`src/rtl/keypad_pkg.sv`:
```
// Shared types and helpers for the 4x4 keypad scanner.
package keypad_pkg;

  localparam int NUM_ROWS = 4;
  localparam int NUM_COLS = 4;

  typedef enum logic [1:0] {
    ST_IDLE,
    ST_CANDIDATE,
    ST_PRESSED,
    ST_RELEASING
  } kp_state_e;

  typedef enum logic [1:0] {
    SCAN_NONE,
    SCAN_KEY,
    SCAN_MULTI
  } scan_res_e;

  function automatic logic [2:0] count_pressed(input logic [NUM_COLS-1:0] p);
    logic [2:0] n;
    n = '0;
    for (int i = 0; i < NUM_COLS; i++) n = n + 3'(p[i]);
    return n;
  endfunction

  // Lowest pressed column wins, matching the row-major priority of the scan.
  function automatic logic [1:0] first_col(input logic [NUM_COLS-1:0] p);
    logic [1:0] idx;
    idx = '0;
    for (int i = NUM_COLS - 1; i >= 0; i--) begin
      if (p[i]) idx = 2'(i);
    end
    return idx;
  endfunction

endpackage

```
`src/rtl/keypad_scan_if.sv`:
```
// Keypad matrix pins plus the key report / entry-register bus.
interface keypad_scan_if;
  import keypad_pkg::*;

  logic [NUM_COLS-1:0] col_in;
  logic [NUM_ROWS-1:0] row_out;
  logic                clear;
  logic [3:0]          key_code;
  logic                key_valid;
  logic                key_held;
  logic [15:0]         entry;

  modport slave  (input  col_in, clear,
                  output row_out, key_code, key_valid, key_held, entry);
  modport master (output col_in, clear,
                  input  row_out, key_code, key_valid, key_held, entry);
endinterface

```
`src/rtl/keypad_row_scan.sv`:
```
// Row sequencer: dwell timing, row drive, column synchroniser and per-scan key tally.
module keypad_row_scan
  import keypad_pkg::*;
#(
  parameter int SCAN_DIV_W = 16
) (
  input  logic                clk,
  input  logic                reset_n,
  input  logic [NUM_COLS-1:0] col_i,
  output logic [NUM_ROWS-1:0] row_o,
  output logic                scan_done_o,
  output scan_res_e           scan_result_o,
  output logic [3:0]          scan_code_o
);

  logic [SCAN_DIV_W-1:0] dwell_q;
  logic [1:0]            row_q;
  logic [NUM_COLS-1:0]   col_s1_q, col_s2_q;
  logic [1:0]            acc_cnt_q, acc_cnt_d;
  logic [3:0]            acc_code_q, acc_code_d;
  logic                  scan_done_q;
  scan_res_e             scan_result_q, res_d;
  logic [3:0]            scan_code_q;
  logic                  sample;
  logic [NUM_COLS-1:0]   pressed;
  logic [2:0]            row_cnt, total;

  assign sample  = &dwell_q;
  assign pressed = ~col_s2_q;
  assign row_cnt = count_pressed(pressed);
  assign total   = {1'b0, acc_cnt_q} + row_cnt;

  // Key count saturates at 2: anything beyond one key is just MULTI.
  always_comb begin
    acc_code_d = acc_code_q;
    if (acc_cnt_q == 2'd0 && row_cnt != 3'd0) acc_code_d = {row_q, first_col(pressed)};
    acc_cnt_d = (total >= 3'd2) ? 2'd2 : total[1:0];
    res_d = (acc_cnt_d == 2'd0) ? SCAN_NONE :
            (acc_cnt_d == 2'd1) ? SCAN_KEY  : SCAN_MULTI;
  end

  always_ff @(posedge clk or negedge reset_n) begin
    if (!reset_n) begin
      dwell_q       <= '0;
      row_q         <= '0;
      col_s1_q      <= '1;
      col_s2_q      <= '1;
      acc_cnt_q     <= '0;
      acc_code_q    <= '0;
      scan_done_q   <= 1'b0;
      scan_result_q <= SCAN_NONE;
      scan_code_q   <= '0;
    end else begin
      dwell_q     <= dwell_q + 1'b1;
      col_s1_q    <= col_i;
      col_s2_q    <= col_s1_q;
      scan_done_q <= 1'b0;
      if (sample) begin
        row_q <= row_q + 2'd1;
        if (row_q == 2'd3) begin
          scan_done_q   <= 1'b1;
          scan_result_q <= res_d;
          scan_code_q   <= acc_code_d;
          acc_cnt_q     <= '0;
          acc_code_q    <= '0;
        end else begin
          acc_cnt_q  <= acc_cnt_d;
          acc_code_q <= acc_code_d;
        end
      end
    end
  end

  assign row_o         = ~(4'b0001 << row_q);
  assign scan_done_o   = scan_done_q;
  assign scan_result_o = scan_result_q;
  assign scan_code_o   = scan_code_q;

endmodule

```
`src/rtl/keypad_scan.sv`:
```
// Keypad front end: debounces whole-scan results and keeps the 4-digit entry register.
//  state        | meaning
//  ST_IDLE      | no key down, waiting for a single-key scan
//  ST_CANDIDATE | same key seen for cnt consecutive scans, not yet accepted
//  ST_PRESSED   | key accepted and held
//  ST_RELEASING | empty scans counted toward release
module keypad_scan
  import keypad_pkg::*;
#(
  parameter int SCAN_DIV_W     = 16,
  parameter int DEBOUNCE_SCANS = 4
) (
  input logic          clk,
  input logic          reset_n,
  keypad_scan_if.slave kp
);

  localparam logic [3:0] DB = 4'(DEBOUNCE_SCANS);

  logic       scan_done;
  scan_res_e  scan_result;
  logic [3:0] scan_code;

  kp_state_e  state_q, state_d;
  logic [3:0] cand_q, cand_d;
  logic [3:0] cnt_q, cnt_d;
  logic [3:0] key_code_q;
  logic       key_valid_q, key_held_q;
  logic [15:0] entry_q;
  logic       accept, release_done;

  keypad_row_scan #(.SCAN_DIV_W(SCAN_DIV_W)) u_row_scan (
    .clk          (clk),
    .reset_n      (reset_n),
    .col_i        (kp.col_in),
    .row_o        (kp.row_out),
    .scan_done_o  (scan_done),
    .scan_result_o(scan_result),
    .scan_code_o  (scan_code)
  );

  always_ff @(posedge clk or negedge reset_n) begin
    if (!reset_n) begin
      state_q     <= ST_IDLE;
      cand_q      <= '0;
      cnt_q       <= '0;
      key_code_q  <= '0;
      key_valid_q <= 1'b0;
      key_held_q  <= 1'b0;
      entry_q     <= '0;
    end else begin
      state_q     <= state_d;
      cand_q      <= cand_d;
      cnt_q       <= cnt_d;
      key_valid_q <= accept;
      if (accept) key_code_q <= scan_code;
      if (accept) key_held_q <= 1'b1;
      else if (release_done) key_held_q <= 1'b0;
      if (kp.clear) entry_q <= '0;
      else if (accept) entry_q <= {entry_q[11:0], scan_code};
    end
  end

  always_comb begin
    state_d = state_q;
    cand_d  = cand_q;
    cnt_d   = cnt_q;
    if (scan_done) begin
      unique case (state_q)
        ST_IDLE: begin
          if (scan_result == SCAN_KEY) begin
            cand_d  = scan_code;
            cnt_d   = 4'd1;
            state_d = (DB == 4'd1) ? ST_PRESSED : ST_CANDIDATE;
          end
        end
        ST_CANDIDATE: begin
          if (scan_result == SCAN_KEY) begin
            if (scan_code == cand_q) begin
              cnt_d = cnt_q + 4'd1;
              if ((cnt_q + 4'd1) == DB) state_d = ST_PRESSED;
            end else begin
              cand_d = scan_code;
              cnt_d  = 4'd1;
            end
          end else begin
            state_d = ST_IDLE;
          end
        end
        ST_PRESSED: begin
          if (scan_result == SCAN_NONE) begin
            cnt_d   = 4'd1;
            state_d = (DB == 4'd1) ? ST_IDLE : ST_RELEASING;
          end
        end
        ST_RELEASING: begin
          if (scan_result == SCAN_NONE) begin
            cnt_d = cnt_q + 4'd1;
            if ((cnt_q + 4'd1) == DB) state_d = ST_IDLE;
          end else begin
            state_d = ST_PRESSED;
          end
        end
        default: state_d = ST_IDLE;
      endcase
    end
  end

  always_comb begin
    accept       = (state_q == ST_IDLE || state_q == ST_CANDIDATE) && (state_d == ST_PRESSED);
    release_done = (state_q == ST_PRESSED || state_q == ST_RELEASING) && (state_d == ST_IDLE);
  end

  assign kp.key_code  = key_code_q;
  assign kp.key_valid = key_valid_q;
  assign kp.key_held  = key_held_q;
  assign kp.entry     = entry_q;

endmodule

```
`src/flat_wrapper.sv`:
```
// flat-port wrapper written by rule: the top's interface ports become plain ports
module keypad_scan_flat import keypad_pkg::*;
#(
  parameter int SCAN_DIV_W     = 16,
  parameter int DEBOUNCE_SCANS = 4
)
  (clk, reset_n, kp_col_in, kp_clear, kp_row_out, kp_key_code, kp_key_valid, kp_key_held, kp_entry);
  keypad_scan_if kp_i ();
  input logic clk;
  input logic reset_n;
  input wire logic [$bits(kp_i.col_in)-1:0] kp_col_in;
  input wire logic [$bits(kp_i.clear)-1:0] kp_clear;
  output wire logic [$bits(kp_i.row_out)-1:0] kp_row_out;
  output wire logic [$bits(kp_i.key_code)-1:0] kp_key_code;
  output wire logic [$bits(kp_i.key_valid)-1:0] kp_key_valid;
  output wire logic [$bits(kp_i.key_held)-1:0] kp_key_held;
  output wire logic [$bits(kp_i.entry)-1:0] kp_entry;
  assign kp_i.col_in = kp_col_in;
  assign kp_i.clear = kp_clear;
  assign kp_row_out = kp_i.row_out;
  assign kp_key_code = kp_i.key_code;
  assign kp_key_valid = kp_i.key_valid;
  assign kp_key_held = kp_i.key_held;
  assign kp_entry = kp_i.entry;
  keypad_scan #(.SCAN_DIV_W(SCAN_DIV_W), .DEBOUNCE_SCANS(DEBOUNCE_SCANS)) u_core (.clk(clk), .reset_n(reset_n), .kp(kp_i));
endmodule
```
`config.mk`:
```
export PLATFORM = sky130hd
export DESIGN_NAME = keypad_scan_flat
export DESIGN_NICKNAME = d
export VERILOG_FILES = /design/src/rtl/keypad_pkg.sv /design/src/rtl/keypad_scan_if.sv /design/src/rtl/keypad_row_scan.sv /design/src/rtl/keypad_scan.sv /design/src/flat_wrapper.sv
export SDC_FILE = /design/constraint.sdc
export NUM_CORES = 1
export LEC_CHECK = 0
export ABC_AREA = 1
export CAP_MARGIN = 20
export CORE_MARGIN = 1.5
export CORE_UTILIZATION = 23
export CTS_CLUSTER_DIAMETER = 100
export DETAILED_ROUTE_END_ITERATION = 8
export SYNTH_ARGS = -nofsm -noshare
export SYNTH_HDL_FRONTEND = slang
export SYNTH_HIERARCHICAL = 1
export SYNTH_SLANG_ARGS = --single-unit
```
`constraint.sdc`:
```
create_clock -name clk -period 3.4 [get_ports clk]
set_clock_uncertainty 0.1 [all_clocks]
set_input_delay 0.51 -clock clk [delete_from_list [all_inputs] [get_ports clk]]
set_output_delay 0.51 -clock clk [all_outputs]
set_load 0.01 [all_outputs]
```
==> impl_results.md, run 1 <==
- Core box area: 0.01470 mm^2
- Hold slack: 0.2545 ns
- Nature of the critical path endpoint: flip-flop
- Flop pwr share: 0.465
- Final setup viols: 0
- H-tree depth: 3
- Fillers: 1534
- Total wire length: 6498 um
- Sequential fraction of the synthesis area: 0.5084
- Worst-path cell chain: inv_1 > fa_1 > ha_1 > ha_1 > fa_1 > nand3b_1 > nor2_1 > nand3_1 > o21ai_2
- Root Buffer: clkbuf_16
- Syn_area_per_cell: just over 9 um^2
- Antenna diodes: 0
- Synth area leaders: dfrtp_1 45%, nand2_1 13%, dfstp_2 6.0%
- CP Data Arrival Time: 2.93 ns
- HP Class: reg -> reg
- Synthesized net count: 406
- Clock power share: 0.502
- Iter 0 DRT Violations: 103
- Max frequency: 361.7 MHz
- Die Height: 126.6 um
- Met1 usage: 0.1089
- Tot GR Track Use: 0.08835
- Crit-path max FO: 3
- Syn Inst Count: roughly 390
- Unrepaired setup endpoints after global routing: false
- Number of flops mapped to enable cells by yosys: 0
- Top-level I/O count: 33
- Routed len/inst: 10.60 um
- CTS tree: built
- Worst-Skew Late Latency: around 0.33 ns
- Synth top cells by count: 122 x nand2_1, 63 x dfrtp_1, 41 x inv_1
- Worst Setup Start Kind: flip-flop
- Detailed Place HPWL: 4529 um
- Clk buf depth: 2
- Time the worst path needs with I/O delays and setup: 2.764 ns
- Relative slew slack: 0.3982
- Post-CTS Setup Repair Bufs: 0
- Unique masters post-synth: 31
- Vias in the first global route: 2574
- Area leader, netlist: dfrtp_1
- Largest net degree at the start of global routing: 72
- Worst EP required: 3.56 ns
- Worst Max-Slew Pin Slew: 0.9026 ns
- Vias per inst: around 4.2
- Async set or reset register ratio after synthesis: 1.000
- Fin. Hold Viols: 0
- Sink Count: 71
- 1st-pass router iterations: 5
- GP Congestion: 0.7889
- Leak pwr: between 2 and 2.5 nW
- Sw power: a little over 0.4 mW
- Layout cells sized above 1: 0.1538
- Final nets: 443
- Top-count cell post-synth: nand2_1
- Met2 usage: 0.1421
- Area of the mapped netlist: 0.003515 mm^2
- Final period util: 0.8131
- Max-slew violations: 0
- Top FF cell, synth: dfrtp_1
- Max VDD drop: 243.8 uV
- Setup CP Type: reg -> reg
- Max-cap violations: 0
- Total global routing overflow: 0
- Post-CTS Resized: 0
- Cts bufs inserted: 9
- Sw frac: 0.2194
- Initial antenna violation count: 0
- Clock slew at reported path FFs: 0.06 ns
- Initial Utilization: 0.2391
- #FFs+latches synth: 71
- Standard-cell row count: 44
- DIE WIDTH: ~130 um
- Port bufs: 32
- Hold buffers post-CTS: 0
- Status: finished clean
- Residual DRC: 0
- Setup_tns: 0 ns
- Int Pwr: 1.437 mW
- Die Area: 0.01603 mm^2
- Antenna Nets Post-Route: 0
- CP max stage cell: dfstp_2
- Area growth, synth to finish: 21.86%
- Yosys warns: 6
- Met3 Use GR: 0.03163
- GR peak layer: met2
- Worst path max stage delay: 0.52 ns
- First-pass GRT wire length: 11420 um
- Synth top area share: 0.4486
- Final Power: 1.841 mW
- DR vias: 2588
- Power density cells: 429.9 mW/mm^2
- Combinational share of power: 0.033
## cells in the final DEF (no fill, tap or decap), types with 2 or more instances in the layout
cell	instances
nand2_1	122
dfrtp_1	63
inv_1	41
clkdlybuf4s50_1	31
nor2_1	26
nand3_1	23
o21ai_2	14
o21ai_0	13
xnor2_1	10
ha_1	10
clkbuf_16	9
nand3_2	9
dfstp_2	8
xor2_1	7
nand2_2	6
a21oi_1	4
clkinv_2	3
clkinv_1	3
nor2_4	3
inv_2	2
nand4_1	2
nor2_2	2
o22ai_1	2
nand2_4	2
fa_1	2
## final cells by class
| class | instances | area, um^2 | share of cell area |
|---|---|---|---|
| inverters | 46 | 172.7 | 0.04032 |
| well taps | 184 | 230.2 | 0.05375 |
| multi-input cells | 263 | 1480 | 0.3456 |
| clock buffers | 10 | 229.0 | 0.05346 |
| repair buffers | 33 | 322.8 | 0.07537 |
| clock inverters | 6 | 61.31 | 0.01431 |
| flip-flops and latches | 71 | 1787 | 0.4172 |
## path summary, 6_finish.rpt
check / start / end / slack (ns) / cells after the start
setup / recovery: u_core/u_row_scan/col_s2_q[0] / u_core/u_row_scan/acc_cnt_q[0] / 0.64 / 9
hold / removal: u_core/u_row_scan/col_s1_q[2] / u_core/u_row_scan/col_s2_q[2] / 0.25 / 0
setup reg to reg: u_core/u_row_scan/col_s2_q[0] / u_core/u_row_scan/acc_cnt_q[0] / 0.64 / 9
hold reg to reg: u_core/u_row_scan/col_s1_q[2] / u_core/u_row_scan/col_s2_q[2] / 0.25 / 0
max in group asynchronous: reset_n / u_core/kp.entry[0] / 2.32 / 2
min in group asynchronous: reset_n / u_core/kp.entry[11] / 0.26 / 2
## layer usage
metal	vias up	part of all wire
li1	1294	-
met5	-	0
met4	0	0.012
met3	7	0.047
met2	50	0.46
met1	1237	0.48
## sequential cells by signal, summed over array words and instances (netlist names), 4 cells and up
name                           flops
u_core/cnt_q                       4
u_core/kp.key_code                 4
u_core/u_row_scan/col_s1_q         4
u_core/u_row_scan/dwell_q         16
u_core/u_row_scan/scan_code_o      4
u_core/kp.entry                   16
u_core/u_row_scan/col_s2_q         4
u_core/u_row_scan/acc_code_q       4
u_core/cand_q                      4
## critical path, delay by kind of cell (launching register included)
kind / cells / cell delay, ns
adder cells (fa/ha/maj): 4 / 1.44
AO/OA/AOI/OAI: 1 / 0.08
AND/OR/NAND/NOR: 3 / 0.49
buffers and inverters: 1 / 0.06
flip-flops: 1 / 0.52
## power groups by stage
stage                     combinational [mW]  clock, mW  sequential [mW]
final                                 0.0614      0.924            0.856
after global routing                  0.0727      0.982            0.856
after CTS                             0.0637      0.946            0.856
after detailed placement              0.0634          0            0.871
after global placement                0.0606          0            0.871
after floorplan                       0.0318          0            0.871
## per-stage QoR
| stage | setup slack (ns) | std cells | utilization | area, um^2 |
|---|---|---|---|---|
| finish | 0.6355 | 613 | 0.2914 | 4283 |
| global route | 0.5200 | 613 | 0.2914 | 4283 |
| CTS | 0.6249 | 613 | 0.2914 | 4283 |
| detailed placement | 0.6607 | 597 | 0.2716 | 3993 |
| global placement | 0.7556 | 597 | 0.2716 | 3993 |
| floorplan | 0.8201 | 387 | - | 3515 |
## cells by family after synthesis
kind of cell,share of synthesized area
buffers and inverters,0.07049
adders and majority gates,0.04699
DFF,0.5084
AOI/OAI and AO/OA,0.06266
and+or+nand+nor,0.2691
xor gates and xnor gates,0.04236
Note: power is estimated with default switching activity, not from simulation.
==> run 2, diff against run 1 <==
- clock period: 3.4 -> 2.4 ns (I/O delays scaled with it)
==> run 2 against run 1 <==
Net effect: die area stayed put; combinational power is 73% higher; highest routed layer unchanged; cell area up 2.9%; count of clock-buffer cells in the layout fell by 1; setup slack worse by 0.86 ns; sequential cell count is the same; largest power group unchanged; register-to-register slack worse by 0.86 ns; critical path depth unchanged; via count is 2.9% lower; the run now ends with negative setup slack left.
==> impl_results.md, run 2 (synthesis results as in run 1) <==
- CTS tree: built
- HP Class: reg -> reg
- Initial antenna violation count: 0 (unchanged)
- Root Buffer: clkbuf_16
- Layout cells sized above 1: 0.1808 (+0.02693)
- Largest net degree at the start of global routing: 46 (-36%)
- Cell family with most CP delay: adder cells
- Worst-path cell chain: inv_2 > fa_1 > ha_4 > ha_4 > fa_1 > nand3b_1 > nor2_1 > nand3_1 > o21ai_2
- Port bufs: 32 (unchanged)
- Worst Setup Start Kind: flip-flop
- Vias in the first global route: 2576 (+0.078%)
- Fillers: 1514 (-1.3%)
- Crit-path max FO: 3 (unchanged)
- Worst path max stage delay: 0.58 ns (+0.06 ns)
- Power density cells: 617.5 mW/mm^2 (+44%)
- Status: complete, but fails checks
- Sw power: 0.5702 mW (+41%)
- Fin. Hold Viols: 0 (unchanged)
- Max VDD drop: 300.5 uV (+23%)
- Most common cell after layout, fill and taps aside: nand2_1
- Sink Count: 71 (unchanged)
- DIE WIDTH: 126.6 um (unchanged)
- PnR worst setup slack: -0.2195 ns (-0.8550 ns)
- Post-DP Area: 0.004075 mm^2 (+2.1%)
- Relative slew slack: 0.6198 (+0.2216)
- Worst EP required: 2.56 ns (-1.00 ns)
- Iter 0 DRT Violations: 93 (-9.7%)
- 1st-pass router iterations: 5 (unchanged)
- Vias per inst: 4.047 (-4.1%)
- Clk buf depth: 2 (unchanged)
- Final period util: 1.091 (+0.2784)
- Worst Max-Slew Pin Slew: 0.5702 ns (-0.3324 ns)
- DR vias: 2513 (-2.9%)
- Detailed Place HPWL: 4785 um (+5.6%)
- Violated checks: negative setup slack
- Standard-cell row count: 44 (unchanged)
- Clock slew at reported path FFs: 0.06 ns (about the same)
- H-tree depth: 3 (unchanged)
- Non-filler cells in the finished layout: 621 (+1.3%)
- Sw frac: 0.2095 (-0.009912)
- Int Pwr: 2.152 mW (+50%)
- Combinational share of power: 0.039 (+0.006)
- Multi-input gate area: 0.001520 mm^2 (+2.7%)
- Initial Utilization: 0.2391 (unchanged)
- Tot GR Track Use: 0.09062 (+0.002269)
- Total wire length: 6531 um (+0.51%)
- Die Height: 126.6 um (unchanged)
- FF/Latch Area: 0.001787 mm^2 (unchanged)
- Max-cap violations: 0 (unchanged)
- Clock power share: 0.515 (+0.013)
- Register-to-register setup slack: -0.22 ns (-0.86 ns)
- Setup CP Type: reg -> reg
- GP Congestion: 0.7669 (-2.8%)
- Final setup viols: 4 (+4)
- Max frequency: 381.8 MHz (+5.5%)
- Worst-Skew Late Latency: 0.33 ns (about the same)
- Antenna Nets Post-Route: 0 (unchanged)
- Time the worst path needs with I/O delays and setup: 2.620 ns (-0.1450 ns)
- CP max stage cell: fa_1
- Antenna diodes: 0 (unchanged)
- First-pass GRT wire length: 11690 um (+2.4%)
- Most frequent cells in the layout: 121 x nand2_1, 63 x dfrtp_1, 40 x inv_1
- CP Data Arrival Time: 2.78 ns (-0.15 ns)
- Placed cells: 603 (+1.0%)
- Unrepaired setup endpoints after global routing: true
- Cts bufs inserted: 9 (unchanged)
- Final nets: 451 (+1.8%)
- Area growth, synth to finish: 25.42%
- Top-level I/O count: 33 (unchanged)
- Buf/Inv on CP: 1 (unchanged)
- Total global routing overflow: 0 (unchanged)
- Core box area: 0.01470 mm^2 (unchanged)
- Nature of the critical path endpoint: flip-flop
- Max-slew violations: 0 (unchanged)
- Leak pwr: 2.064 nW (+2.3%)
- Residual DRC: 0 (unchanged)
- Routed len/inst: 10.52 um (-0.79%)
- Design Area, Final: 0.004408 mm^2 (+2.9%)
- Flop pwr share: 0.445 (-0.020)
- Die Area: 0.01603 mm^2 (unchanged)
## run 2: cell count changes in the layout (fill, tap and decap cells not counted), sizes merged
cell	before	now
clkbuf	10	9
buf	2	9
bufinv	1	2
dlygate4sd3	0	1
## run 2: layout make-up
| type | instances | share of cell area |
|---|---|---|
| flip-flops and latches | 71 | 0.4053 |
| multi-input cells | 263 | 0.3449 |
| repair buffers | 41 | 0.08743 |
| well taps | 184 | 0.05223 |
| clock buffers | 9 | 0.05109 |
| inverters | 46 | 0.03917 |
| clock inverters | 7 | 0.01987 |
## run 2: worst paths after layout
kind / from / end / cells past startpoint
worst min-delay path: u_core/u_row_scan/col_s1_q[2] / u_core/u_row_scan/col_s2_q[2] / 0
worst max-delay path: u_core/u_row_scan/col_s2_q[0] / u_core/u_row_scan/acc_cnt_q[0] / 9
worst max register to register: u_core/u_row_scan/col_s2_q[0] / u_core/u_row_scan/acc_cnt_q[0] / 9
max in group asynchronous: reset_n / u_core/u_row_scan/scan_result_o[0] / 3
min in group asynchronous: reset_n / u_core/u_row_scan/dwell_q[6] / 3
worst min register to register: u_core/u_row_scan/col_s1_q[2] / u_core/u_row_scan/col_s2_q[2] / 0
## run 2: metrics by stage
step	TNS, ns	setup WS, ns	power, mW	hold slack, ns	util
2_1_floorplan	-0.3337	-0.1317	1.291	-0.03559	-
3_3_place_gp	-0.5316	-0.1874	1.337	0.2471	0.2772
3_5_place_dp	-0.7315	-0.2400	1.341	0.2468	0.2772
4_1_cts	-0.7412	-0.2379	2.760	0.2550	0.2992
5_1_grt	-1.640	-0.3516	2.837	0.2561	0.2999
6_report	-0.6738	-0.2195	2.722	0.2547	0.2999
## run 2: routing by layer
layer	GRT usage	vias up	routed length (um)
li1	-	1299	-
met1	0.1148	1159	3247
met2	0.1414	45	2878
met3	0.03501	10	319
met4	0.03110	0	85
met5	0	-	0
## run 2: worst reg2reg max path, cell delays in order (launching register included)
cell      delay (ns)
dfstp_2         0.53
inv_2           0.04
fa_1            0.58
ha_4            0.22
ha_4            0.15
fa_1            0.42
nand3b_1        0.20
nor2_1          0.14
nand3_1         0.10
o21ai_2         0.07
## run 2: power by group through the flow
| stage | logic (mW) | clock network [mW] | registers, mW |
|---|---|---|---|
| 2_1_floorplan | 0.0578 | 0 | 1.23 |
| 3_3_place_gp | 0.104 | 0 | 1.23 |
| 3_5_place_dp | 0.108 | 0 | 1.23 |
| 4_1_cts | 0.109 | 1.44 | 1.21 |
| 5_1_grt | 0.125 | 1.50 | 1.21 |
| 6_report | 0.106 | 1.40 | 1.21 |
## run 2: what timing repair did
item                                    CTS  global route
endpoints found under the hold margin    26             0
setup buffers                             0             1
pin swaps                                 1             1
gates resized for setup                   0             1
endpoints found under the setup margin    4            12
hold buffers                              1             0
==> run 3, diff against run 2 <==
- HOLD_SLACK_MARGIN: unset -> 0.12
==> results of run 3 <==
Final layout, timing and power as in run 2 (identical DEF).
==> edit: new RTL, config.mk and constraints of run 3 <==
Re-encode `kp_state_e` (4 states) as one-hot, 4 bits wide.
--- a/src/rtl/keypad_pkg.sv
+++ b/src/rtl/keypad_pkg.sv
@@ -4,11 +4,11 @@
   localparam int NUM_ROWS = 4;
   localparam int NUM_COLS = 4;
 
-  typedef enum logic [1:0] {
-    ST_IDLE,
-    ST_CANDIDATE,
-    ST_PRESSED,
-    ST_RELEASING
+  typedef enum logic [3:0] {
+    ST_IDLE      = 4'b0001,
+    ST_CANDIDATE = 4'b0010,
+    ST_PRESSED   = 4'b0100,
+    ST_RELEASING = 4'b1000
   } kp_state_e;
 
   typedef enum logic [1:0] {
Check against the original RTL: same outputs for any inputs over 10 cycles, from zero or initial values and one cycle with reset_n low; not proved beyond that.
==> edit against run 3 <==
The flow still finishes with violations (negative setup slack). Area after synthesis grew 4.7%. Global-route usage up 0.64 points. Sequential power up 3%. Combinational power grew 7%. Non-clock buffer count decreased by 3. Power down 0.81%. Design area is 4.4% higher. Routed wire length rose by 10%. Largest power group unchanged. Count of clock-buffer cells in the layout up 5. First-iteration DRC count is 90% higher. Highest routed layer unchanged. Sequential cell count rose by 2. Worst setup slack worse by 15 ps.
==> edit: results (changes against run 3) <==
* Status: finished with violations (unchanged)
* Violated checks: negative setup slack (unchanged)
* CLK BUF at 14 (was 9)
* DRT Pass-1 Iters at 4 (was 5)
* Adder-Cell Fraction of Synth Area at 4.49% (was 4.70%)
* Worst VDD drop at 0.380 mV (was 0.300 mV)
* Logic pwr share at 4.2% (was 3.9%)
* Drt wl/cell at 10.9 um (was 10.5 um)
* Sequential area share after synthesis at 49.9% (was 50.8%)
* Non-clock inverters at 42 (was 46)
* Top cells by count, synth: 110 x nand2_1, 64 x dfrtp_1, 40 x inv_1 (was 122 x nand2_1, 63 x dfrtp_1, 41 x inv_1)
* Cell count after synthesis at 401 (was 387)
* GR Util met1 at 11.8% (was 11.5%)
* Clock group at 1.34 mW (was 1.40 mW)
* Buffering overhead at 8.15% (was 8.74%)
* Setup violators final at 4 (unchanged)
* Placed cell count at 645 (was 603)
* Least-Margin Pin Slew at 402 ps (was 570 ps)
* Clock-cell share at 6.55% (was 7.10%)
* Nonclk buf count at 38 (was 41)
* Clk pwr share at 49.7% (was 51.5%)
* GRT Total Usage at 9.70% (was 9.06%)
* GR Util met3 at 3.63% (was 3.50%)
* Largest net degree at the start of global routing at 74 (was 46)
* Filler cells at 1668 (was 1514)
* Routability cong. at 0.742 (was 0.767)
* TNS Setup at -829 ps (was -674 ps)
* Final worst slack at -234 ps (was -220 ps)
* P_leak at 2.12 nW (was 2.06 nW)
* Share of cells above drive strength 1 at 17.7% (was 18.1%)
* Area after DPL at 4280 um2 (was 4080 um2)
* WL final at 7180 um (was 6530 um)
* Synth top area cells: dfrtp_1 44%, nand2_1 11%, dfstp_2 6.4%, nand3_2 4.9%, inv_1 4.1% (was dfrtp_1 45%, nand2_1 13%, dfstp_2 6.0%, inv_1 4.4%, ha_1 3.6%)
* Iteration-0 DRC count of the detailed router at 177 (was 93)
* Compound-cell area share of the yosys netlist at 4.49% (was 6.27%)
* Via count at 2740 (was 2513)
* Met2 usage at 16.0% (was 14.1%)
* Cell variety after synth at 32 (was 31)
* Post-DP HPWL at 4890 um (was 4780 um)
* First-pass GRT wire length at 13000 um (was 11700 um)
* Area of the multi-input gates at 1660 um2 (was 1520 um2)
* Syn nets at 420 (was 406)
* Setup Slack @ Placement at -253 ps (was -240 ps)
* Vias in the first global route at 2819 (was 2576)
* Crit path DAT at 2790 ps (was 2780 ps)
## edit: how the worst min path moves through the flow
| stage | startpoint | to | slack, ps | cells past startpoint |
|---|---|---|---|---|
| global route | u_core/u_row_scan/col_s1_q[3] | u_core/u_row_scan/col_s2_q[3] | 260 | 0 |
| detailed placement | u_core/u_row_scan/col_s1_q[0] | u_core/u_row_scan/col_s2_q[0] | 250 | 0 |
| CTS | u_core/u_row_scan/col_s1_q[0] | u_core/u_row_scan/col_s2_q[0] | 250 | 0 |
| finish | u_core/u_row_scan/col_s1_q[1] | u_core/u_row_scan/col_s2_q[1] | 250 | 0 |
| global placement | u_core/u_row_scan/col_s1_q[3] | u_core/u_row_scan/col_s2_q[3] | 250 | 0 |
| floorplan | reset_n | u_core/cand_q[0] | -40 | 0 |
## edit: layer usage
metal | share of wire [%] | routed length, um
met1 | 48 | 3420
met2 | 46 | 3300
met3 | 5.0 | 357
met4 | 1.4 | 102
met5 | 0 | 0
